## src/rtl/instruction_fetch_unit.sv

```systemverilog
// Instruction fetch unit: holds the PC, fetches words over an imem req/ack
// handshake, presents them to the decoder and retries fetches that time out.
module instruction_fetch_unit #(
    parameter int                    ADDR_WIDTH = 32,
    parameter logic [ADDR_WIDTH-1:0] RESET_PC   = '0,
    parameter int                    TIMEOUT    = 16
) (
    input  logic                  i_clk,
    input  logic                  i_reset,
    input  logic                  i_pc_src,
    input  logic [ADDR_WIDTH-1:0] i_branch_target,
    input  logic                  i_stall,
    output logic                  o_imem_req,
    output logic [ADDR_WIDTH-1:0] o_imem_addr,
    input  logic                  i_imem_ack,
    input  logic [31:0]           i_imem_rdata,
    output logic [31:0]           o_instr,
    output logic [ADDR_WIDTH-1:0] o_instr_pc,
    output logic [ADDR_WIDTH-1:0] o_pc_plus8,
    output logic                  o_instr_valid,
    output logic [7:0]            o_retry_cnt
);

    typedef enum logic [1:0] {
        S_FETCH = 2'd0,
        S_VALID = 2'd1,
        S_RETRY = 2'd2
    } state_t;

    localparam int            WW      = (TIMEOUT > 2) ? $clog2(TIMEOUT) : 1;
    localparam logic [WW-1:0] TO_LAST = WW'(TIMEOUT - 1);

    state_t                r_state;
    logic [ADDR_WIDTH-1:0] r_pc;
    logic [ADDR_WIDTH-1:0] r_instr_pc;
    logic [31:0]           r_instr;
    logic                  r_valid;
    logic [7:0]            r_retry_cnt;
    logic [WW-1:0]         r_wait_cnt;
    logic [ADDR_WIDTH-1:0] w_target;

    assign w_target = i_branch_target & ~ADDR_WIDTH'(3);

    // Request is gated by reset so it is low in the reset cycle and rises in
    // the very first cycle after release, with no extra idle cycle.
    assign o_imem_req    = (r_state == S_FETCH) && !i_reset;
    assign o_imem_addr   = r_pc;
    assign o_instr       = r_instr;
    assign o_instr_pc    = r_instr_pc;
    assign o_pc_plus8    = r_instr_pc + ADDR_WIDTH'(8);
    assign o_instr_valid = r_valid;
    assign o_retry_cnt   = r_retry_cnt;

    always_ff @(posedge i_clk) begin
        if (i_reset) begin
            r_state     <= S_FETCH;
            r_pc        <= RESET_PC;
            r_instr     <= '0;
            r_instr_pc  <= '0;
            r_valid     <= 1'b0;
            r_retry_cnt <= '0;
            r_wait_cnt  <= '0;
        end else begin
            case (r_state)
                S_FETCH: begin
                    // Ack takes priority over a simultaneous timeout expiry.
                    if (i_imem_ack) begin
                        r_instr    <= i_imem_rdata;
                        r_instr_pc <= r_pc;
                        r_valid    <= 1'b1;
                        r_wait_cnt <= '0;
                        r_state    <= S_VALID;
                    end else if (r_wait_cnt == TO_LAST) begin
                        r_wait_cnt <= '0;
                        r_state    <= S_RETRY;
                        if (r_retry_cnt != 8'hFF)
                            r_retry_cnt <= r_retry_cnt + 8'd1;
                    end else begin
                        r_wait_cnt <= r_wait_cnt + WW'(1);
                    end
                end
                S_RETRY: begin
                    r_wait_cnt <= '0;
                    r_state    <= S_FETCH;
                end
                S_VALID: begin
                    if (!i_stall) begin
                        r_pc    <= i_pc_src ? w_target : r_pc + ADDR_WIDTH'(4);
                        r_valid <= 1'b0;
                        r_state <= S_FETCH;
                    end
                end
                default: r_state <= S_FETCH;
            endcase
        end
    end

endmodule

```

## config.mk

```make
export PLATFORM = sky130hd
export DESIGN_NAME = instruction_fetch_unit
export DESIGN_NICKNAME = d
export VERILOG_FILES = /design/src/rtl/instruction_fetch_unit.sv
export SDC_FILE = /design/constraint.sdc
export NUM_CORES = 1
export LEC_CHECK = 0
export BUFFER_PORTS_ARGS = -buffer_cell sky130_fd_sc_hd__buf_2
export CAP_MARGIN = 20
export CELL_PAD_IN_SITES_DETAIL_PLACEMENT = 0
export CELL_PAD_IN_SITES_GLOBAL_PLACEMENT = 1
export CORE_AREA = 2 2 192 100
export DETAILED_ROUTE_END_ITERATION = 7
export DIE_AREA = 0 0 194 102
export PLACE_DENSITY_LB_ADDON = 0.1
export SLEW_MARGIN = 10
export SYNTH_ARGS = -nofsm -noshare
export SYNTH_HDL_FRONTEND = slang
export SYNTH_SLANG_ARGS = --single-unit
```

## constraint.sdc

```tcl
create_clock -name i_clk -period 2.55 [get_ports i_clk]
set_input_delay 0.1275 -clock i_clk [delete_from_list [all_inputs] [get_ports i_clk]]
set_output_delay 0.1275 -clock i_clk [all_outputs]
set_load 0.01 [all_outputs]
```

## After elaboration in Yosys (flattened, before gate mapping)

Index checks and enable logic that the tools add are counted.

| storage, ports and cells | value |
|---|---|
| word-level logic and storage cells | 41 |
| bits in registers | 111 |
| input port bits | 69 |
| output and inout port bits | 138 |

| cells by class | value |
|---|---|
| bitwise gates (word level) | 2 |
| add/subtract/negate cells | 4 |
| reductions and logical operators | 10 |
| eq/ne operators | 7 |
| multiplexer cells | 11 |

Operator list:

| cell | number |
|---|---|
| adder 32 x 3 -> 32 bit, second input constant | 1 |
| adder 32 x 4 -> 32 bit, second input constant | 1 |
| two-way mux 32 bit | 1 |
| adder 8 x 1 -> 8 bit, second input constant | 1 |
| two-way mux 4 bit | 2 |
| inequality test 8 bit, second input constant | 1 |
| case mux 4 bit (2 select lines) | 1 |
| two-way mux 2 bit | 3 |
| AND reduction 2 bit | 3 |
| adder 4 x 1 -> 4 bit, second input constant | 1 |
| == test 4 bit, second input constant | 1 |
| inequality test 2 bit, second input constant | 2 |
| case mux 2 bit (2 select lines) | 1 |
| AND reduction 4 bit | 1 |
| nonzero test 2 bit | 2 |
| inequality test 3 x 2 -> 1 bit, second input constant | 1 |
| AND reduction 3 bit | 1 |
| == test 2 x 1 -> 1 bit, second input constant | 1 |
| == test 2 bit, second input constant | 1 |
| logical NOT 2 bit | 1 |
| two-way mux 1 bit | 2 |
| NOT 1 bit | 2 |
| case mux 1 bit (2 select lines) | 1 |
| logical AND 1 bit | 1 |
| logical NOT 1 bit | 1 |

## Longest topological paths before layout

Gate-level depths: netlist of the first run.

| logic depth | value |
|---|---|
| depth after elaboration | 4 |
| depth in mapped cells | 7 |
| gate-level depth less buffers | 6 |

## Worst setup path before layout of the first run

OpenSTA, ideal clock, no wires.

| timing | value |
|---|---|
| path kind | register to register |
| start point | register r_pc[2] (netlist: o_imem_addr[2]) |
| end point | register r_pc[26] (netlist: o_imem_addr[26]) |
| setup time | 0.074 ns |
| setup slack | 0.604 ns |
| period minus slack after synthesis | 1.946 ns |
| required time | 2.476 ns |
| stages on the path, launching flop included | 7 |
| data arrival time | 1.872 ns |
| cell sequence | dfxtp_1 -> ha_1 -> nand4_4 -> nor4_4 -> nand3_2 -> or4_1 -> a31oi_1 |

| between the ends | value |
|---|---|
| cells in the longest elaborated chain, start to end | 2 |

RTL lines:

| item | line | RTL |
|---|---|---|
| start, declared | 34 | `logic [ADDR_WIDTH-1:0] r_pc;` |
| start signal, assigned | 88 | `r_pc <= i_pc_src ? w_target : r_pc + ADDR_WIDTH'(4);` |
| adder 32 x 3 -> 32 bit | 88 |  |
| two-way mux 32 bit | 88 |  |

No other way between the ends.
A chain may end at the register's enable or synchronous reset.

## Worst setup path in the final report of the first run

| timing | value |
|---|---|
| start point | register r_instr_pc[4] (netlist: o_instr_pc[4]) |
| end point | output o_pc_plus8[27] |

| between the ends | value |
|---|---|
| cells in the longest elaborated chain, start to end | 1 |

RTL lines:

| item | line | RTL |
|---|---|---|
| start, declared | 35 | `logic [ADDR_WIDTH-1:0] r_instr_pc;` |
| start signal, assigned | 69 | `r_instr_pc <= r_pc;` |
| adder 32 x 4 -> 32 bit | 50 | `assign o_pc_plus8 = r_instr_pc + ADDR_WIDTH'(8);` |
| end, declared | 19 | `output logic [ADDR_WIDTH-1:0] o_pc_plus8,` |

No other way between the ends.

==> results_dict.tcl, run 1 <==
set metrics [dict create \
    post_drt_wl_per_cell_um 16.76 \
    synth_top_flop_cell "sky130_fd_sc_hd__dfxtp_1" \
    synth.cell_area_um2 5336 \
    post_synth_xor_area_fraction_pct 5.580 \
    worstHoldPathType "input port to flip-flop" \
    ir_worst_vdd_mv 0.3222 \
    slew-limit-headroom_pct 58.90 \
    via_count_of_the_first_global_routing_pass 5290 \
    io_pins 207 \
    core_area_um2 18040 \
    pwr_density_cell_nw_per_um2 525.9 \
    highest_layer "met4" \
    dpl.cell_count 1101 \
    synthArstFlopShare_pct 0 \
    avgSynthCellArea_um2 7.634 \
    min-delay-start "i_imem_rdata[21]" \
    finalSetupViolCount 0 \
    timing.fmax_ghz 0.4200 \
    worst_pin_slew_ns 0.6158 \
    cts_made_buffers 9 \
    ys_ff_latch 107 \
    drt_pass1_iterations 5 \
    critical_path.slowest_cell "sky130_fd_sc_hd__dfxtp_1" \
    critPathMaxFanout 5 \
    result_of_the_run "complete, no violations" \
    fin_area_um2 7044 \
    postRouteAntennaNets 0 \
    clock_skew_ns 0.01702 \
    cts.reportedPaths.clkPinSlew_ns 0.07 \
    drt-total-wl_um 19010 \
    min_period_ns 2.381 \
    ys_seq_area_share_pct 40.14 \
    grt_overflow_total 0 \
    yosysUniqueCellTypes 55 \
    cpPeakStageDelay_ns 0.39 \
    antenna_cells_inserted 0 \
    min_period_over_period_pct 93.37 \
    crit_type "flip-flop to output pin" \
    syn_to_final_growth_pct 32.00 \
    final_layout_setup_total_negative_slack_ns 0 \
    drv_cap 0 \
    crit_path_start "o_instr_pc[4]" \
    worstSkewPairLatency_ns 0.37 \
    htreeDepth 3 \
    die_height_um 102 \
    drt_drc_violations_left 0 \
    grt_first_pass_wirelength_um 29360 \
    critical_path_arrival_ns 2.25 \
    static-leakage-power_nw 3.004 \
    antenna_found_initial 0 \
    drt-initial-drc-count 305 \
    cts.sinks 107 \
    synth_fa_ha_area_share_pct 0.9379 \
    drt-vias-per-instance 4.979 \
    synthMuxAreaShare_pct 1.688 \
    yosysWarnings 0 \
    place_ws_ns 0.1820 \
    fp-row-count 35 \
    port_buffers 198 \
    dpl_cell_area_um2 6551 \
    count_of_flip_flops_with_a_built_in_enable_after_synthesis 0 \
    grt_setup_unrepaired "no" \
    route.vias.total 5646 \
    gr-usage-all-layers_pct 18.92 \
    synth_compound_gate_area_share_pct 16.44 \
    setup.worst_path.end_class "output pin" \
    fin_ws_ns 0.1690 \
    worstPathRequired_ns 2.42 \
    largest_family_of_logic_cells_by_synthesized_area "simple AND/OR/NAND/NOR gates" \
    cp_cell_sequence "ha_1 > and4_4 > nand3_4 > nor3_4 > buf_4 > nand4_1 > xnor2_1 > buf_2" \
    routedLengthMet1_um 10190 \
    finalMaxSlewViolations 0 \
    clock_tree.root_cell "sky130_fd_sc_hd__clkbuf_16" \
    number_of_buffers_between_clock_root_and_the_deepest_sink 2 \
    gp_congestion 0.8271 \
    post_synth_and_or_nand_nor_area_fraction_pct 30.41 \
    met3_wirelength_um 1370 \
    hpwl_um 13670 \
    dr_wl_met2_um 7315 \
    cts_tree "built" \
    design.die.area_um2 19790 \
    dieWidth_um 194 \
    post_route_cells_drive_above_1_share_pct 27.63 \
    nNetsFinal 962 \
    final-instance-count-excl-fill 1134 \
    finalCoreUtilization_pct 39.04 \
    initial_utilization_pct 29.58 \
    crit_path_start_kind "flip-flop" \
    critical_path.reg2reg.startpoint "o_imem_addr[2]" \
    synth_cells 699 \
    pin_count_of_the_biggest_net_entering_global_routing 63 \
    timing_hold_violations_final 0 \
]
==> area by class of cell <==
cell class	count	area (µm²)
fill	1949	11000
multi-input combinational	539	2995
sequential	107	2146
timing repair buffer	227	1289
tap	240	300.3
clock buffer	11	242.7
clock inverter	5	52.55
inverter	5	18.77
==> worst paths after layout <==
check | end | cells after the start | slack (ns)
setup / recovery | o_pc_plus8[27] | 8 | 0.17
hold / removal | o_instr[21] | 3 | 0.01
setup reg to reg | o_imem_addr[26] | 6 | 0.29
hold reg to reg | o_instr[23] | 2 | 0.45
==> logic make-up after synthesis <==
group | count (synthesis)
AOI/OAI and AO/OA | 150
other | 1
DFF | 107
muxes | 9
adders and majority gates | 4
buffers and inverters | 58
xor gates and xnor gates | 34
and+or+nand+nor | 336
==> cell usage in the layout (no fill, tap or decap), types with 6 or more instances in the layout <==
master / instances
sky130_fd_sc_hd__buf_2: 197
sky130_fd_sc_hd__nand2_1: 166
sky130_fd_sc_hd__dfxtp_1: 104
sky130_fd_sc_hd__a21oi_1: 84
sky130_fd_sc_hd__nand3_1: 41
sky130_fd_sc_hd__nor2_1: 35
sky130_fd_sc_hd__xnor2_1: 24
sky130_fd_sc_hd__nand4_1: 20
sky130_fd_sc_hd__o21ai_0: 17
sky130_fd_sc_hd__dlygate4sd3_1: 16
sky130_fd_sc_hd__nor3_1: 15
sky130_fd_sc_hd__and3_1: 12
sky130_fd_sc_hd__buf_4: 11
sky130_fd_sc_hd__xor2_1: 10
sky130_fd_sc_hd__mux2i_1: 9
sky130_fd_sc_hd__a31oi_1: 9
sky130_fd_sc_hd__a211oi_1: 9
sky130_fd_sc_hd__clkbuf_16: 9
sky130_fd_sc_hd__or3_1: 6
sky130_fd_sc_hd__nor4_1: 6
sky130_fd_sc_hd__conb_1: 6
==> per-stage QoR <==
step	hold slack, ns	power [W]
detailed placement	0.3754	0.002277
global route	0.01594	0.003870
finish	0.01366	0.003705
global placement	0.3676	0.002270
floorplan	0.2635	0.002072
CTS	0.0002662	0.003760
==> metal layers <==
layer	track usage, %	vias up
met5	0	-
li1	-	2823
met2	26.06	175
met1	28.44	2637
met4	3.846	0
met3	5.908	11
==> worst max-delay path: cells and delay by family, from the launching register on <==
family | cells | cell delay (ns)
adders and majority gates | 1 | 0.24
buffers and inverters | 2 | 0.31
xor gates and xnor gates | 1 | 0.17
DFF | 1 | 0.39
and+or+nand+nor | 4 | 0.78
==> power by group <==
group / leakage [nW] / internal (W) / switching, W / total (W)
clock network: 0.145 / 0.000785 / 0.000664 / 0.00145
registers: 0.872 / 0.00173 / 0.0000758 / 0.00181
logic: 1.99 / 0.000182 / 0.000265 / 0.000447
==> state kept, by name, summed over array words and instances (netlist names) <==
signal and flops:
o_instr 32, o_imem_addr 30, o_instr_pc 30, o_retry_cnt 8, r_wait_cnt 4, r_state 2, o_instr_valid 1
==> synthesized netlist by cell type, drive strengths merged, types with 4 or more instances <==
library cell,instances,share of area (%)
nand3,45,4.6
o21ai,17,1.6
xnor2,24,3.9
a31oi,9,1.1
clkbuf,35,2.5
a22oi,5,0.70
xor2,10,1.6
and4,6,0.98
nor2,35,2.5
nand2,167,12
a21oi,84,7.9
and3,12,1.4
dfxtp,107,40
nor3,16,1.5
a211oi,10,1.5
mux2i,9,1.7
o31ai,4,0.56
o22ai,4,0.47
ha,4,0.94
nand4,21,2.7
nor4,9,1.7
buf,18,1.9
or3,6,0.70
inv,5,0.35
and2,5,0.59
==> timing repair <==
item	CTS	global route
hold buffers	16	0
resized for setup	5	4
setup buffers	0	1
endpoints found under the setup margin	4	5
hold endpoints to repair	16	0
pin swaps	0	1
Note: power is estimated with default switching activity, not from simulation.
==> run 2, diff against run 1 <==
- BUFFER_PORTS_ARGS: -buffer_cell sky130_fd_sc_hd__buf_2 -> -buffer_cell sky130_fd_sc_hd__buf_4
- CTS_CLUSTER_DIAMETER: not set -> 80
- clock period: 2.55 -> 2.37 ns (I/O delays scaled with it)
==> run 2 against run 1 <==
Setup slack got worse by 0.087 ns. Worst hold slack got worse by 0.0031 ns. Via count rose by 1.5%. Sequential share of layout area fell by 1.8 points. Clock power fell by 3%. Die area did not move. Global-route usage fell by 0.087 points. Sequential power rose by 7%. Sequential cell count did not move. Register-to-register slack got worse by 0.02 ns. Design area rose by 7.4%. Combinational power rose by 25%.
==> results_dict.tcl, run 2 (same netlist as run 1, synthesis figures left out) <==
set metrics [dict create \
    drt-vias-per-instance 5.038 \
    critical_path.slowest_cell "sky130_fd_sc_hd__dfxtp_2" \
    timing.critical_path.mode_cell "sky130_fd_sc_hd__buf_4" \
    mostFrequentLayoutCells "sky130_fd_sc_hd__buf_4 (215), sky130_fd_sc_hd__nand2_1 (166), sky130_fd_sc_hd__dfxtp_1 (98)" \
    min_period_over_period_pct 96.53 \
    drt_pass1_iterations 5 \
    finalSetupViolCount 0 \
    cts_made_buffers 9 \
    gr-usage-all-layers_pct 18.83 \
    largest_register_ff_count 32 \
    hpwl_um 13990 \
    antenna_cells_inserted 0 \
    drv_cap 0 \
    ir_worst_vdd_mv 0.3210 \
    drt-total-wl_um 19120 \
    syn_to_final_growth_pct 41.78 \
    worstSkewPairLatency_ns 0.36 \
    post_route_cells_drive_above_1_share_pct 29.18 \
    finalMaxSlewViolations 0 \
    result_of_the_run "complete, no violations" \
    setup.worst_path.end_class "output pin" \
    critPathMaxFanout 5 \
    pwr_density_cell_nw_per_um2 515.6 \
    cts.sinks 107 \
    worstHoldPathType "input port to flip-flop" \
    pin_count_of_the_biggest_net_entering_global_routing 63 \
    cp_num_buf_inv 2 \
    finalCoreUtilization_pct 41.93 \
    gp_congestion 0.8359 \
    critical_path_arrival_ns 2.17 \
    crit_path_start_kind "flip-flop" \
    cts.reportedPaths.clkPinSlew_ns 0.07 \
    min-delay-start "i_imem_rdata[2]" \
    rrSetupSlack_ns 0.27 \
    static-leakage-power_nw 3.057 \
    cp_cell_sequence "ha_4 > and4_4 > nand3_2 > nor3_2 > buf_4 > nand4_1 > xnor2_1 > buf_4" \
    grt_first_pass_wirelength_um 29260 \
    worst_pin_slew_ns 0.7133 \
    final_common_cell "sky130_fd_sc_hd__buf_4" \
    fp-row-count 35 \
    post_cts.repair.setup_buffers 0 \
    clock_skew_ns 0.01002 \
    port_buffers 198 \
    worst_path_dominant_cell_family "simple AND/OR/NAND/NOR gates" \
    postRouteAntennaNets 0 \
    die_height_um 102 \
    drt-initial-drc-count 299 \
    grt_overflow_total 0 \
    worst_hold_path.num_cells 3 \
    final_layout_setup_total_negative_slack_ns 0 \
    slew-limit-headroom_pct 52.45 \
    min_period_ns 2.288 \
    clock_tree.root_cell "sky130_fd_sc_hd__clkbuf_16" \
    route.vias.total 5733 \
    post_drt_wl_per_cell_um 16.80 \
    timing_hold_violations_final 0 \
    worstPathRequired_ns 2.25 \
    critical_path.reg2reg.startpoint "o_imem_addr[2]" \
    io_pins 207 \
    dieWidth_um 194 \
    fill_cells 1895 \
    antenna_found_initial 0 \
    number_of_buffers_between_clock_root_and_the_deepest_sink 2 \
    worst_r2r_endpoint "o_imem_addr[26]" \
    initial_utilization_pct 29.58 \
    crit_type "flip-flop to output pin" \
    cts_tree "built" \
    nNetsFinal 967 \
    drt_drc_violations_left 0 \
    timing.fmax_ghz 0.4371 \
    htreeDepth 3 \
    design.die.area_um2 19790 \
    hold-path-endpoint "o_instr[2]" \
    via_count_of_the_first_global_routing_pass 5263 \
    r2r.worst_path.cells 6 \
    core_area_um2 18040 \
    cpPeakStageDelay_ns 0.40 \
]
==> run 2: tightest hold or removal path, cell delays in order <==
cell,delay (ns)
sky130_fd_sc_hd__buf_4,0.11
sky130_fd_sc_hd__nand2_1,0.05
sky130_fd_sc_hd__a21oi_1,0.05
==> run 2: stage by stage <==
step / power [W] / instance area (µm²) / std cells / hold WS [ns] / setup slack (ns)
2_1_floorplan: 0.002229 / 5355 / 704 / 0.2545 / 0.4236
3_3_place_gp: 0.002520 / 7104 / 1109 / 0.3666 / 0.2989
3_5_place_dp: 0.002527 / 7104 / 1109 / 0.3749 / 0.2626
4_1_cts: 0.003970 / 7523 / 1138 / 0.00009845 / 0.006718
5_1_grt: 0.004086 / 7566 / 1138 / 0.007063 / -0.006618
6_report: 0.003901 / 7566 / 1138 / 0.01056 / 0.08219
==> run 2: power breakdown <==
part | internal (W) | switching, W | total (W)
Combinational | 0.000265 | 0.000293 | 0.000558
Sequential | 0.00186 | 0.0000758 | 0.00193
Clock | 0.000733 | 0.000676 | 0.00141
Total | 0.00286 | 0.00104 | 0.00390
==> run 2: worst max path at each step <==
| stage | startpoint | to | slack (ns) | cells past startpoint |
|---|---|---|---|---|
| 3_3_place_gp | o_instr_pc[4] | o_pc_plus8[27] | 0.30 | 8 |
| 2_1_floorplan | o_imem_addr[2] | o_imem_addr[26] | 0.42 | 6 |
| 4_1_cts | o_instr_pc[8] | o_pc_plus8[26] | 0.007 | 7 |
| 5_1_grt | o_instr_pc[4] | o_pc_plus8[27] | -0.007 | 8 |
| 3_5_place_dp | o_instr_pc[4] | o_pc_plus8[27] | 0.26 | 8 |
| 6_report | o_instr_pc[4] | o_pc_plus8[27] | 0.08 | 8 |
==> run 2: timing repair <==
item / CTS / global route
endpoints found under the setup margin: 8 / 7
pin swaps: 1 / 1
hold buffers: 14 / 0
endpoints found under the hold margin: 14 / 0
resized for setup: 7 / 16
gates cloned: 0 / 0
==> run 2: layout make-up <==
cell class,count,area [µm²],share of cell area [%]
Tap cell,240,300.3,3.969
Inverter,5,18.77,0.2481
Clock inverter,3,15.01,0.1984
Timing Repair Buffer,232,1814,23.98
Sequential cell,107,2166,28.63
Multi-Input combinational cell,539,3005,39.72
Clock buffer,12,246.5,3.258
==> run 2: routing by layer <==
| layer | part of all wire (%) | GRT usage, % | wire length [µm] |
|---|---|---|---|
| met5 | 0 | 0 | 0 |
| met1 | 51 | 28.28 | 9818 |
| met2 | 40 | 26.09 | 7609 |
| met4 | 0.60 | 3.497 | 115 |
| met3 | 8.2 | 5.941 | 1572 |
==> run 3, diff against run 2 <==
- CTS_BUF_LIST: not set -> sky130_fd_sc_hd__clkbuf_4 sky130_fd_sc_hd__clkbuf_8
==> run 3 against run 2 <==
Final cell count up 1.8%. Sequential cell count unchanged. Via count up 0.89%. Sequential power about the same. Global-route usage up 0.11 points. Routed wire length up 0.62%. Design area up 1.5%. Critical path depth down 1. Critical path type unchanged. Count of clock-buffer cells in the layout unchanged. Total power down 8.3%.
==> results_dict.tcl, run 3 (same netlist as run 1, synthesis figures left out) <==
set metrics [dict create \
    result_of_the_run "complete, no violations" \
    htreeDepth 3 \
    gr-usage-all-layers_pct 18.94 \
    worstPathRequired_ns 2.25 \
    fp-row-count 35 \
    drv_cap 0 \
    place_ws_ns 0.2626 \
    hpwl_um 13990 \
    post_route_cells_drive_above_1_share_pct 29.16 \
    drt-vias-per-instance 4.991 \
    timing_hold_violations_final 0 \
    die_height_um 102 \
    design.die.area_um2 19790 \
    mostFrequentLayoutCells "sky130_fd_sc_hd__buf_4 (216), sky130_fd_sc_hd__nand2_1 (166), sky130_fd_sc_hd__dfxtp_1 (95)" \
    cts.reportedPaths.clkPinSlew_ns 0.10 \
    crit_type "flip-flop to output pin" \
    min_period_over_period_pct 94.36 \
    syn_to_final_growth_pct 43.89 \
    drt-initial-drc-count 320 \
    final-instance-count-excl-fill 1159 \
    crit_path_start_kind "flip-flop" \
    port_buffers 198 \
    via_count_of_the_first_global_routing_pass 5361 \
    dpl.cell_count 1109 \
    largest_register_ff_count 32 \
    antenna_cells_inserted 0 \
    finalSetupViolCount 0 \
    worstSkewPairLatency_ns 0.39 \
    io_pins 207 \
    worst_pin_slew_ns 0.7201 \
    gp_congestion 0.8359 \
    cts_tree "built" \
    fin_total_pwr_w 0.003576 \
    critPathMaxFanout 4 \
    cts.sinks 107 \
    slew-limit-headroom_pct 51.99 \
    final_common_cell "sky130_fd_sc_hd__buf_4" \
    grt_first_pass_wirelength_um 29520 \
    clock_skew_ns 0.01606 \
    finalCoreUtilization_pct 42.56 \
    route.vias.total 5784 \
    antenna_found_initial 0 \
    pin_count_of_the_biggest_net_entering_global_routing 63 \
    number_of_buffers_between_clock_root_and_the_deepest_sink 2 \
    cts_made_buffers 9 \
    critical_path_arrival_ns 2.12 \
    nNetsFinal 988 \
    postRouteAntennaNets 0 \
    fin_ws_ns 0.1336 \
    dieWidth_um 194 \
    initial_utilization_pct 29.58 \
    min_period_ns 2.236 \
    grt_overflow_total 0 \
    drt_drc_violations_left 0 \
    ir_worst_vdd_mv 0.2616 \
    pwr_density_cell_nw_per_um2 465.7 \
    timing.hold.ws_ns 0.04378 \
    timing.fmax_ghz 0.4471 \
    clock_tree.root_cell "sky130_fd_sc_hd__clkbuf_8" \
    core_area_um2 18040 \
    drt_pass1_iterations 5 \
    drt-total-wl_um 19240 \
    worstHoldPathType "input port to flip-flop" \
    finalMaxSlewViolations 0 \
    setup.worst_path.end_class "output pin" \
    post_drt_wl_per_cell_um 16.60 \
    static-leakage-power_nw 3.107 \
]
-- run 3: per-layer routing --
layer | wire length (µm) | up-vias | GRT usage, %
met4 | 121 | 0 | 3.147
met1 | 9961 | 2737 | 28.14
met5 | 0 | - | 0
li1 | - | 2868 | -
met3 | 1408 | 9 | 5.974
met2 | 7742 | 170 | 26.83
-- run 3: worst paths after layout --
check | slack, ns | endpoint | cells after the start | start
worst min-delay path | 0.04 | o_imem_addr[17] | 3 | i_branch_target[17]
worst min register to register | 0.46 | o_instr[0] | 2 | o_instr[0]
worst max-delay path | 0.13 | o_pc_plus8[27] | 7 | o_instr_pc[16]
worst max register to register | 0.25 | o_imem_addr[26] | 5 | o_imem_addr[5]
-- run 3: metrics by stage --
| step | setup TNS (ns) | area, µm² |
|---|---|---|
| detailed placement | 0 | 7104 |
| finish | 0 | 7679 |
| global placement | 0 | 7104 |
| floorplan | 0 | 5355 |
| CTS | 0 | 7636 |
| global route | -0.009993 | 7679 |
-- run 3: final cells by class --
type                            instances  area (µm²)
Timing Repair Buffer                  253        2022
Clock buffer                           12       152.6
Sequential cell                       107        2167
Multi-Input combinational cell        539        3003
Tap cell                              240       300.3
Clock inverter                          3       15.01
Inverter                                5       18.77
Fill cell                            1891       10360
-- run 3: timing repair --
action | in CTS | in global routing
setup endpoints to repair | 9 | 7
gates resized for setup | 7 | 18
endpoints found under the hold margin | 34 | 0
gates cloned | 0 | 0
buffers inserted | 1 | 0
hold buffers | 34 | 0
pin swaps | 1 | 2
-- run 3: worst max-delay path, cell delays in order (launching register included) --
cell	delay (ns)
sky130_fd_sc_hd__dfxtp_1	0.40
sky130_fd_sc_hd__and4_2	0.30
sky130_fd_sc_hd__nand4_1	0.19
sky130_fd_sc_hd__nor3_2	0.24
sky130_fd_sc_hd__buf_4	0.16
sky130_fd_sc_hd__nand4_1	0.12
sky130_fd_sc_hd__xnor2_1	0.18
sky130_fd_sc_hd__buf_4	0.14
-- run 3: power by group --
part | total [W] | switching (W) | internal (W) | leakage [nW]
combinational | 0.000585 | 0.000299 | 0.000287 | 2.14
clock | 0.00105 | 0.000629 | 0.000425 | 0.0928
sequential | 0.00194 | 0.0000760 | 0.00186 | 0.877
total | 0.00358 | 0.00100 | 0.00257 | 3.11
